`src/rtl/xor4_pkg.sv`:
```
// Shared types and constants for the nibble-serial XOR4 parity sequencer.
package xor4_pkg;

   localparam int unsigned NIBBLE_W = 4;

   typedef enum logic [1:0] {
      IDLE = 2'b00,
      RUN  = 2'b01,
      DONE = 2'b10
   } state_t;

   function automatic int unsigned nib_count(input int unsigned word_w);
      return word_w / NIBBLE_W;
   endfunction

endpackage

```
`src/rtl/xor4_parity_seq_ctrl_xor4.sv`:
```
// Existing 4-input XOR component; the sequencer's only arithmetic resource.
module xor4_parity_seq_ctrl_xor4 (
   input  logic i_a,
   input  logic i_b,
   input  logic i_c,
   input  logic i_d,
   output logic o_f
);

   assign o_f = i_a ^ i_b ^ i_c ^ i_d;

endmodule

```
`src/rtl/xor4_parity_seq_ctrl.sv`:
```
// Computes word parity nibble-serially through one shared XOR4, with valid/ready
// handshakes on both the word input and the parity output.
module xor4_parity_seq_ctrl
   import xor4_pkg::*;
#(
   parameter int unsigned WORD_W     = 16,
   parameter bit          PARITY_ODD = 1'b0
) (
   input  logic              i_clk,
   input  logic              i_rst_n,
   input  logic              i_valid,
   output logic              o_ready,
   input  logic [WORD_W-1:0] i_data,
   output logic              o_valid,
   input  logic              i_ready,
   output logic              o_parity,
   output logic              o_busy,
   output logic [7:0]        o_word_cnt
);

   localparam int unsigned     NIB      = nib_count(WORD_W);
   localparam int unsigned     CNT_W    = $clog2(NIB + 1);
   localparam logic [CNT_W-1:0] LAST_CNT = CNT_W'(NIB - 1);

   state_t              state_q, state_d;
   logic [WORD_W-1:0]   shreg_q, shreg_d;
   logic [CNT_W-1:0]    cnt_q, cnt_d;
   logic                acc_q, acc_d;
   logic [7:0]          word_cnt_q, word_cnt_d;
   logic                xor_f;

   xor4_parity_seq_ctrl_xor4 u_xor4 (
      .i_a (shreg_q[0]),
      .i_b (shreg_q[1]),
      .i_c (shreg_q[2]),
      .i_d (shreg_q[3]),
      .o_f (xor_f)
   );

   always_ff @(posedge i_clk) begin
      if (!i_rst_n) begin
         state_q    <= IDLE;
         shreg_q    <= '0;
         cnt_q      <= '0;
         acc_q      <= 1'b0;
         word_cnt_q <= 8'd0;
      end else begin
         state_q    <= state_d;
         shreg_q    <= shreg_d;
         cnt_q      <= cnt_d;
         acc_q      <= acc_d;
         word_cnt_q <= word_cnt_d;
      end
   end

   always_comb begin
      state_d    = state_q;
      shreg_d    = shreg_q;
      cnt_d      = cnt_q;
      acc_d      = acc_q;
      word_cnt_d = word_cnt_q;
      unique case (state_q)
         IDLE: begin
            if (i_valid) begin
               shreg_d = i_data;
               acc_d   = PARITY_ODD;
               cnt_d   = '0;
               state_d = RUN;
            end
         end
         RUN: begin
            // LSB nibble first; the nibble at cnt == LAST_CNT is the final one.
            acc_d   = acc_q ^ xor_f;
            shreg_d = shreg_q >> NIBBLE_W;
            cnt_d   = cnt_q + CNT_W'(1);
            if (cnt_q == LAST_CNT) begin
               state_d = DONE;
            end
         end
         DONE: begin
            if (i_ready) begin
               word_cnt_d = word_cnt_q + 8'd1;
               state_d    = IDLE;
            end
         end
         default: state_d = IDLE;
      endcase
   end

   // Outputs decode registered state only, so nothing combinational reaches back from i_ready.
   always_comb begin
      o_ready    = (state_q == IDLE);
      o_valid    = (state_q == DONE);
      o_parity   = (state_q == DONE) && acc_q;
      o_busy     = (state_q == RUN) || (state_q == DONE);
      o_word_cnt = word_cnt_q;
   end

endmodule

```
`config.mk`:
```
export PLATFORM = sky130hd
export DESIGN_NAME = xor4_parity_seq_ctrl
export DESIGN_NICKNAME = d
export VERILOG_FILES = /design/src/rtl/xor4_pkg.sv /design/src/rtl/xor4_parity_seq_ctrl_xor4.sv /design/src/rtl/xor4_parity_seq_ctrl.sv
export SDC_FILE = /design/constraint.sdc
export NUM_CORES = 1
export LEC_CHECK = 0
export ABC_AREA = 0
export CORE_AREA = 2 2 63 65
export DETAILED_ROUTE_END_ITERATION = 10
export DIE_AREA = 0 0 65 67
export HOLD_SLACK_MARGIN = 0.02
export SLEW_MARGIN = 10
export SYNTH_ARGS = -nofsm -noshare
export SYNTH_HDL_FRONTEND = slang
export SYNTH_SLANG_ARGS = --single-unit
```
`constraint.sdc`:
```
create_clock -name i_clk -period 2.41 [get_ports i_clk]
set_clock_uncertainty 0.05 [all_clocks]
set_input_delay 0.241 -clock i_clk [delete_from_list [all_inputs] [get_ports i_clk]]
set_output_delay 0.241 -clock i_clk [all_outputs]
set_load 0.005 [all_outputs]
```
Word-level counts from Yosys, hierarchy flattened
Index checks and enable logic that the tools add are counted.
{ "op_classes": {"muxes": 10, "n_addsub": 2, "n_reduce_logical": 7, "bitwise_logic": 4, "n_eq_ne": 6} }
{ "op_table": {"columns": ["operator", "count"], "rows": [
  ["$pmux 16 s2", 1],
  ["$mux 16", 1],
  ["$add 8x1->8 const B", 1],
  ["$mux 2", 3],
  ["$pmux 2 s3", 1],
  ["$pmux 3 s2", 1],
  ["$ne 2x2->1 const B", 2],
  ["$reduce_and 2->1", 2],
  ["$xor 1x1->1", 4],
  ["$add 3x1->3 const B", 1],
  ["$eq 3x2->1 const B", 1],
  ["$mux 3", 1],
  ["$reduce_and 3->1", 1],
  ["$eq 2x1->1 const B", 1],
  ["$eq 2x2->1 const B", 1],
  ["$logic_not 2->1", 1],
  ["$ne 2x1->1 const B", 1],
  ["$pmux 1 s2", 1],
  ["$reduce_bool 2->1", 1],
  ["$logic_and 1x1->1", 1],
  ["$logic_or 1x1->1", 1],
  ["$mux 1", 1]
]} }
{ "totals": {"reg_bits": 30} }

Depth between registers and ports, before layout
Gate-level depths: netlist of the first run.
{ "depth": {"ltp_word": 5, "ltp_mapped": 8, "ltp_nobuf": 6} }

Hierarchy
Synthesis of the first run repeated with hierarchy kept, for this count alone.
{ "unflattened": {"cells_unflattened": 162, "area_unflattened_um2": 1472.7} }
{ "modules_own_cells": {"columns": ["mod", "instances", "area_per_inst_um2", "cells_each", "seq_area_each_um2"], "rows": [
  ["xor4_parity_seq_ctrl", 1, 1446.4, 159, 600.6],
  ["xor4_parity_seq_ctrl_xor4", 1, 26.3, 3, 0.0]
]} }

Least setup slack after synthesis of the first run
Ideal clock, no wire load.
{ "synth_path": {"path_type": "register to register", "from": "register state_q[0]", "to": "register shreg_q[0]", "path_slack_ns": 0.825, "path_stages_with_launch": 9, "path_buffers": 2, "required_time_ns": 2.274, "arrival_ns": 1.450, "synth_period_minus_slack_ns": 1.585, "path_cell_list": "dfxtp_1 > inv_1 > ha_1 > buf_2 > nor2b_2 > nor2_4 > buf_4 > nor2_1 > a211oi_1"} }
{ "synth_via": {"elab_chain_cells": 3} }
{ "synth_lines": {"columns": ["element", "line_no", "rtl"], "rows": [
  ["from (decl)", "xor4_parity_seq_ctrl.sv:25", "state_t state_q, state_d;"],
  ["from (signal assigned)", "xor4_parity_seq_ctrl.sv:48", "state_q <= state_d;"],
  ["$logic_not 2->1 *", null, null],
  ["named net o_ready", "xor4_parity_seq_ctrl.sv:12", "output logic o_ready,"],
  ["$ne 2x2->1 (no source line) or $reduce_bool 2->1 (tied branches)", null, null],
  ["$reduce_and 2->1 (no source line)", null, null],
  ["to (signal assigned)", "xor4_parity_seq_ctrl.sv:49", "shreg_q <= shreg_d;"],
  ["to (decl)", "xor4_parity_seq_ctrl.sv:26", "logic [WORD_W-1:0] shreg_q, shreg_d;"]
]} }
Mark *: on every way through the listed nets, which the timed path passes. The rest lies on a longest branch.
A chain may end at the register's enable or synchronous reset.

Final worst setup path of the first run
{ "layout_path": {"from": "register state_q[0]", "to": "output port o_ready"} }
{ "layout_via": {"elab_chain_cells": 1} }
{ "layout_lines": {"columns": ["element", "line_no", "rtl"], "rows": [
  ["$logic_not 2->1", "xor4_parity_seq_ctrl.sv:92", "o_ready = (state_q == IDLE);"],
  ["to (decl)", "xor4_parity_seq_ctrl.sv:12", null]
]} }
No other way between the ends.

==> results.cfg, run 1 <==
[logic_synthesis]
synth.avg_cell_area_um2 = 9.01
synth.most_common_cell = dfxtp_1
synthCells = 157
synthTopCellsByArea = dfxtp_1 (42%), mux2i_1 (9.2%), nor2_1 (7.4%), a211oi_1 (6.4%), ha_1 (5.3%)
async_reset_ff_frac = 0
syn_area_um2 = 1420
synth_top_area_cell = dfxtp_1
ys_seq_area_frac = 0.424
ys_types = 34
synth_top_area_share = 0.424
yosysWarnings = 0
ys.flop_type = dfxtp_1
synth_nets = 183
ys_ff_latch = 30
synth_edf_count = 0
synthTopCellsByCount = dfxtp_1 (30), nor2_1 (28), mux2i_1 (13), a211oi_1 (12), nand2_1 (8)

[power_and_ir_drop]
peakVddDrop_uv = 378
power_leakage_uw = 0.000682
powerDensity_nw_per_um2 = 689

[route]
drc = 0
vias = 1157
routed_wl_mm = 2.81
post_drt_wl_per_cell_um = 11.9
drt_pass1_iterations = 4
vias_per_cell = 4.90
ant_nets = 0
first_iter_violations = 56

[outcome]
status = completed

[clock_network]
post_cts_resized = 0
h-tree-depth = 2
insertion_delay_ns = 0.27
cts_tree = built
post_cts_buffers = 0
cts_buffers = 5
clockRootBuffer = clkbuf_8
clock_tree.buffer_depth = 2
cts.clk_slew.worst_paths_ns = 0.06
cts_hold_buf = 0
cts.sinks = 30

[sta]
setup_ws_ns = 0.506
relSlewSlack = 0.635
hold_viol_final = 0
finalSetupViolCount = 0
finalCriticalPeriod_ns = 1.90
setup_tns_ns = 0
finalCritPeriodShare = 0.790
rsz0062_at_grt = no
worst_pin_slew_ns = 0.541
report.final.slew_viol_count = 0
maxClockFrequency_mhz = 525

[final_layout]
multi_input_area_um2 = 751
final-seq-area_um2 = 601
area_growth_pct = 30.2
nets = 215
antenna_cells = 0
fillerInstances = 347
drive_gt1_frac = 0.0585

[die]
initial_utilization = 0.392
die_area_um2 = 4360
placementRows = 22
io-pin-count = 32
die_w_um = 65
die_h_um = 67
core_um2 = 3610

[worst_setup_path]
cp-start-kind = flip-flop
r2r_setup_slack_ns = 0.55
worstRegToRegCells = 6
cpPeakStageDelay_ns = 0.58
cp_num_cells = 3
crit_required_ns = 2.12
path_buf_inv = 2
critical_path_class = reg2out
crit_path_end_kind = output pin
path_max_fanout = 11
r2r_start = state_q[0]
crit_chain = inv_1 -> ha_1 -> clkdlybuf4s50_1
cp_slowest_cell = clkdlybuf4s50_1
arrival_ns = 1.61
cpLargestDelayFamily = buffers and inverters
critPathLaunch = state_q[0]

[global_route]
grt_pass1_vias = 1127
grt_use_total = 0.146
grt_max_degree = 25
grt_use_met1 = 0.172
antenna_found_initial = 0
busiest_layer = met2
grt_overflow = 0
grt_pass1_wl_mm = 4.90
use_met2 = 0.251
grtUsageMet3 = 0.0389

[placed_design]
dp_slack_ns = 0.559
gp_congestion = 0.774
portBuffers = 31
dp_hpwl_mm = 2.10

[min_path]
min_path_cells = 2
hold_start = o_word_cnt[1]
min-delay-path-class = reg2reg

[run]
cap_violations = 0
## state kept, by name (all words and copies together) (netlist names)
signal and flops:
acc_q 1, shreg_q 16, state_q 2, o_word_cnt 8
cnt_q 3
## where the power goes
group | total, uW | switching [uW] | internal (uW)
registers | 580 | 31.1 | 549
clock network | 384 | 164 | 220
logic | 305 | 161 | 144
## stage by stage
stage / area [um^2] / cells / power [uW] / utilization / hold slack (ns)
after CTS: 1840 / 236 / 1290 / 0.511 / 0.453
after floorplan: 1420 / 157 / 811 / - / 0.339
after global routing: 1840 / 236 / 1350 / 0.511 / 0.484
final: 1840 / 236 / 1270 / 0.511 / 0.447
after detailed placement: 1760 / 230 / 899 / 0.488 / 0.439
after global placement: 1760 / 230 / 886 / 0.488 / 0.434
## metal layers
| metal | part of all wire | wire length (um) |
|---|---|---|
| met3 | 0.040 | 112 |
| met4 | 0.0057 | 16 |
| met1 | 0.48 | 1350 |
| met2 | 0.47 | 1330 |
| met5 | 0 | 0 |
## logic make-up (layout without fill, tap and decap cells)
family          count (synthesis)  in the layout  share of synthesized area
buf+inv                        14             45                     0.0451
flops                          30             30                      0.424
fa+ha+maj                       6              6                     0.0530
xor+xnor                        9              9                     0.0557
mux                            13             13                     0.0920
compound gates                 32             32                      0.155
simple gates                   53             53                      0.175
## cell usage in the layout (no fill, tap or decap), drive strengths merged, types with 5 or more instances in the layout
master,n
mux2i,13
nand2,8
dfxtp,30
nor2,29
clkdlybuf4s50,31
a21oi,6
ha,6
clkbuf,6
a211oi,12
inv,6
xor2,5
## area by class of cell
cell class | instances | share of cell area
multi-input cells | 113 | 0.408
flip-flops and latches | 30 | 0.326
repair buffers | 33 | 0.177
clock buffers | 6 | 0.0448
well taps | 48 | 0.0326
inverters | 6 | 0.0122
## path summary, 6_finish.rpt
| check | end |
|---|---|
| min | o_word_cnt[1] |
| max reg2reg | shreg_q[4] |
| min reg2reg | o_word_cnt[1] |
| max | o_ready |
## worst min-delay path: cells and delay by family (launching register included)
family	cells	cell delay (ns)
simple gates	1	0.06
flops	1	0.33
compound gates	1	0.05
(Power assumes the default switching activity.)
==> inputs of run 2 (changes only) <==
==> constraint.sdc (replaced) <==
create_clock -name i_clk -period 1.8 [get_ports i_clk]
set_clock_uncertainty 0.05 [all_clocks]
set_input_delay 0.18 -clock i_clk [delete_from_list [all_inputs] [get_ports i_clk]]
set_output_delay 0.18 -clock i_clk [all_outputs]
set_load 0.005 [all_outputs]
==> results.cfg, run 2 (same netlist as run 1, synthesis figures left out) <==
[final_layout]
final-seq-area_um2 = 601
layout_common_cells = dfxtp_1 (30), clkdlybuf4s50_1 (30), nor2_1 (28), mux2i_1 (13), a211oi_1 (12)
fillerInstances = 349
top_register = shreg_q
drive_gt1_frac = 0.113
largest_reg_flops = 16
finish.utilization = 0.533
multi_input_area_um2 = 785
nets = 220
antenna_cells = 0
area_growth_pct = 35.7

[clock_network]
cts_tree = built
clockRootBuffer = clkbuf_8
cts_buffers = 5
insertion_delay_ns = 0.27
cts.clk_slew.worst_paths_ns = 0.06
cts.sinks = 30
h-tree-depth = 2
cts_hold_buf = 0
clock_tree.buffer_depth = 2

[worst_setup_path]
crit_required_ns = 1.57
path_max_fanout = 9
cp_slowest_cell = clkdlybuf4s50_1
cp-start-kind = flip-flop
critical_path_class = reg2out
crit_chain = inv_1 -> ha_4 -> buf_4 -> clkdlybuf4s50_1
cpLargestDelayFamily = buffers and inverters
worstRegToRegCells = 5
cpPeakStageDelay_ns = 0.49
cp_num_cells = 4
path_buf_inv = 3
arrival_ns = 1.51
crit_path_end_kind = output pin

[sta]
worst_pin_slew_ns = 0.532
rsz0062_at_grt = no
finalCriticalPeriod_ns = 1.74
relSlewSlack = 0.641
report.final.slew_viol_count = 0
finalCritPeriodShare = 0.967
setup_ws_ns = 0.0599
finalSetupViolCount = 0
hold_viol_final = 0
maxClockFrequency_mhz = 575

[route]
vias = 1200
first_iter_violations = 39
post_drt_wl_per_cell_um = 12.0
ant_nets = 0
vias_per_cell = 4.94
drt_pass1_iterations = 4
drc = 0
routed_wl_mm = 2.91

[run]
cap_violations = 0

[global_route]
antenna_found_initial = 0
grt_use_total = 0.148
grt_max_degree = 31
grt_pass1_vias = 1141
grt_overflow = 0
grt_pass1_wl_mm = 4.93

[power_and_ir_drop]
peakVddDrop_uv = 380
powerDensity_nw_per_um2 = 921
power_leakage_uw = 0.000727

[placed_design]
gp_congestion = 0.794
dp_hpwl_mm = 2.08
dp_slack_ns = 0.0000552
portBuffers = 31

[die]
die_area_um2 = 4360
core_um2 = 3610
placementRows = 22
io-pin-count = 32
die_h_um = 67
initial_utilization = 0.392
die_w_um = 65

[outcome]
status = completed

[min_path]
min-delay-path-class = reg2reg
min_path_cells = 2
[run 2: cell types whose count changed in the layout (fill, tap and decap cells not counted), sizes merged]
cell | previous run | this run
dlymetal6s2s | 0 | 1
buf | 2 | 6
nor2 | 29 | 30
clkdlybuf4s50 | 31 | 30
clkinvlp | 0 | 1
clkinv | 0 | 1
[run 2: what timing repair did]
item                                    4_1_cts  5_1_grt
gates resized for setup                       2        5
endpoints found under the setup margin        6       14
gates cloned                                  0        1
pin swaps                                     0        3
setup buffers                                 0        0
[run 2: power breakdown]
part | leakage [uW] | total, uW | switching [uW] | internal (uW)
combinational | 0.000434 | 441 | 225 | 216
sequential | 0.000246 | 777 | 42.8 | 734
clock | 0.0000472 | 550 | 244 | 307
[run 2: final cells by class]
| type | count | area share |
|---|---|---|
| clock inverters | 2 | 0.00651 |
| clock buffers | 6 | 0.0430 |
| flip-flops and latches | 30 | 0.313 |
| multi-input cells | 114 | 0.408 |
| well taps | 48 | 0.0313 |
| inverters | 6 | 0.0117 |
| repair buffers | 37 | 0.186 |
[run 2: path summary, 6_finish.rpt]
check | slack, ns | to | startpoint
max | 0.06 | o_ready | state_q[1]
min | 0.45 | shreg_q[8] | shreg_q[8]
max reg2reg | 0.21 | acc_q | state_q[1]
min reg2reg | 0.45 | shreg_q[8] | shreg_q[8]
[run 2: metrics by stage]
| stage | setup TNS, ns | hold slack (ns) | area (um^2) | power (uW) | instances |
|---|---|---|---|---|---|
| floorplan | 0 | 0.278 | 1420 | 1090 | 157 |
| global placement | 0 | 0.425 | 1790 | 1200 | 234 |
| detailed placement | 0 | 0.445 | 1790 | 1220 | 234 |
| CTS | -0.0544 | 0.454 | 1890 | 1780 | 242 |
| global route | 0 | 0.478 | 1920 | 1880 | 243 |
| finish | 0 | 0.450 | 1920 | 1770 | 243 |
[run 2: routing by layer]
metal  part of all wire  global-route usage  vias up
met2               0.48               0.256       29
met5                  0                   0        -
li1                   -                   -      624
met1               0.45               0.168      541
met3              0.048              0.0490        6
met4              0.014              0.0559        0
[run 2: worst register-to-register path, delay by kind of cell, from the launching register on]
family                     cells  cell delay [ns]
AOI/OAI and AO/OA              1             0.16
adders and majority gates      1             0.29
buffers and inverters          2             0.24
DFF                            1             0.31
and+or+nand+nor                1             0.48
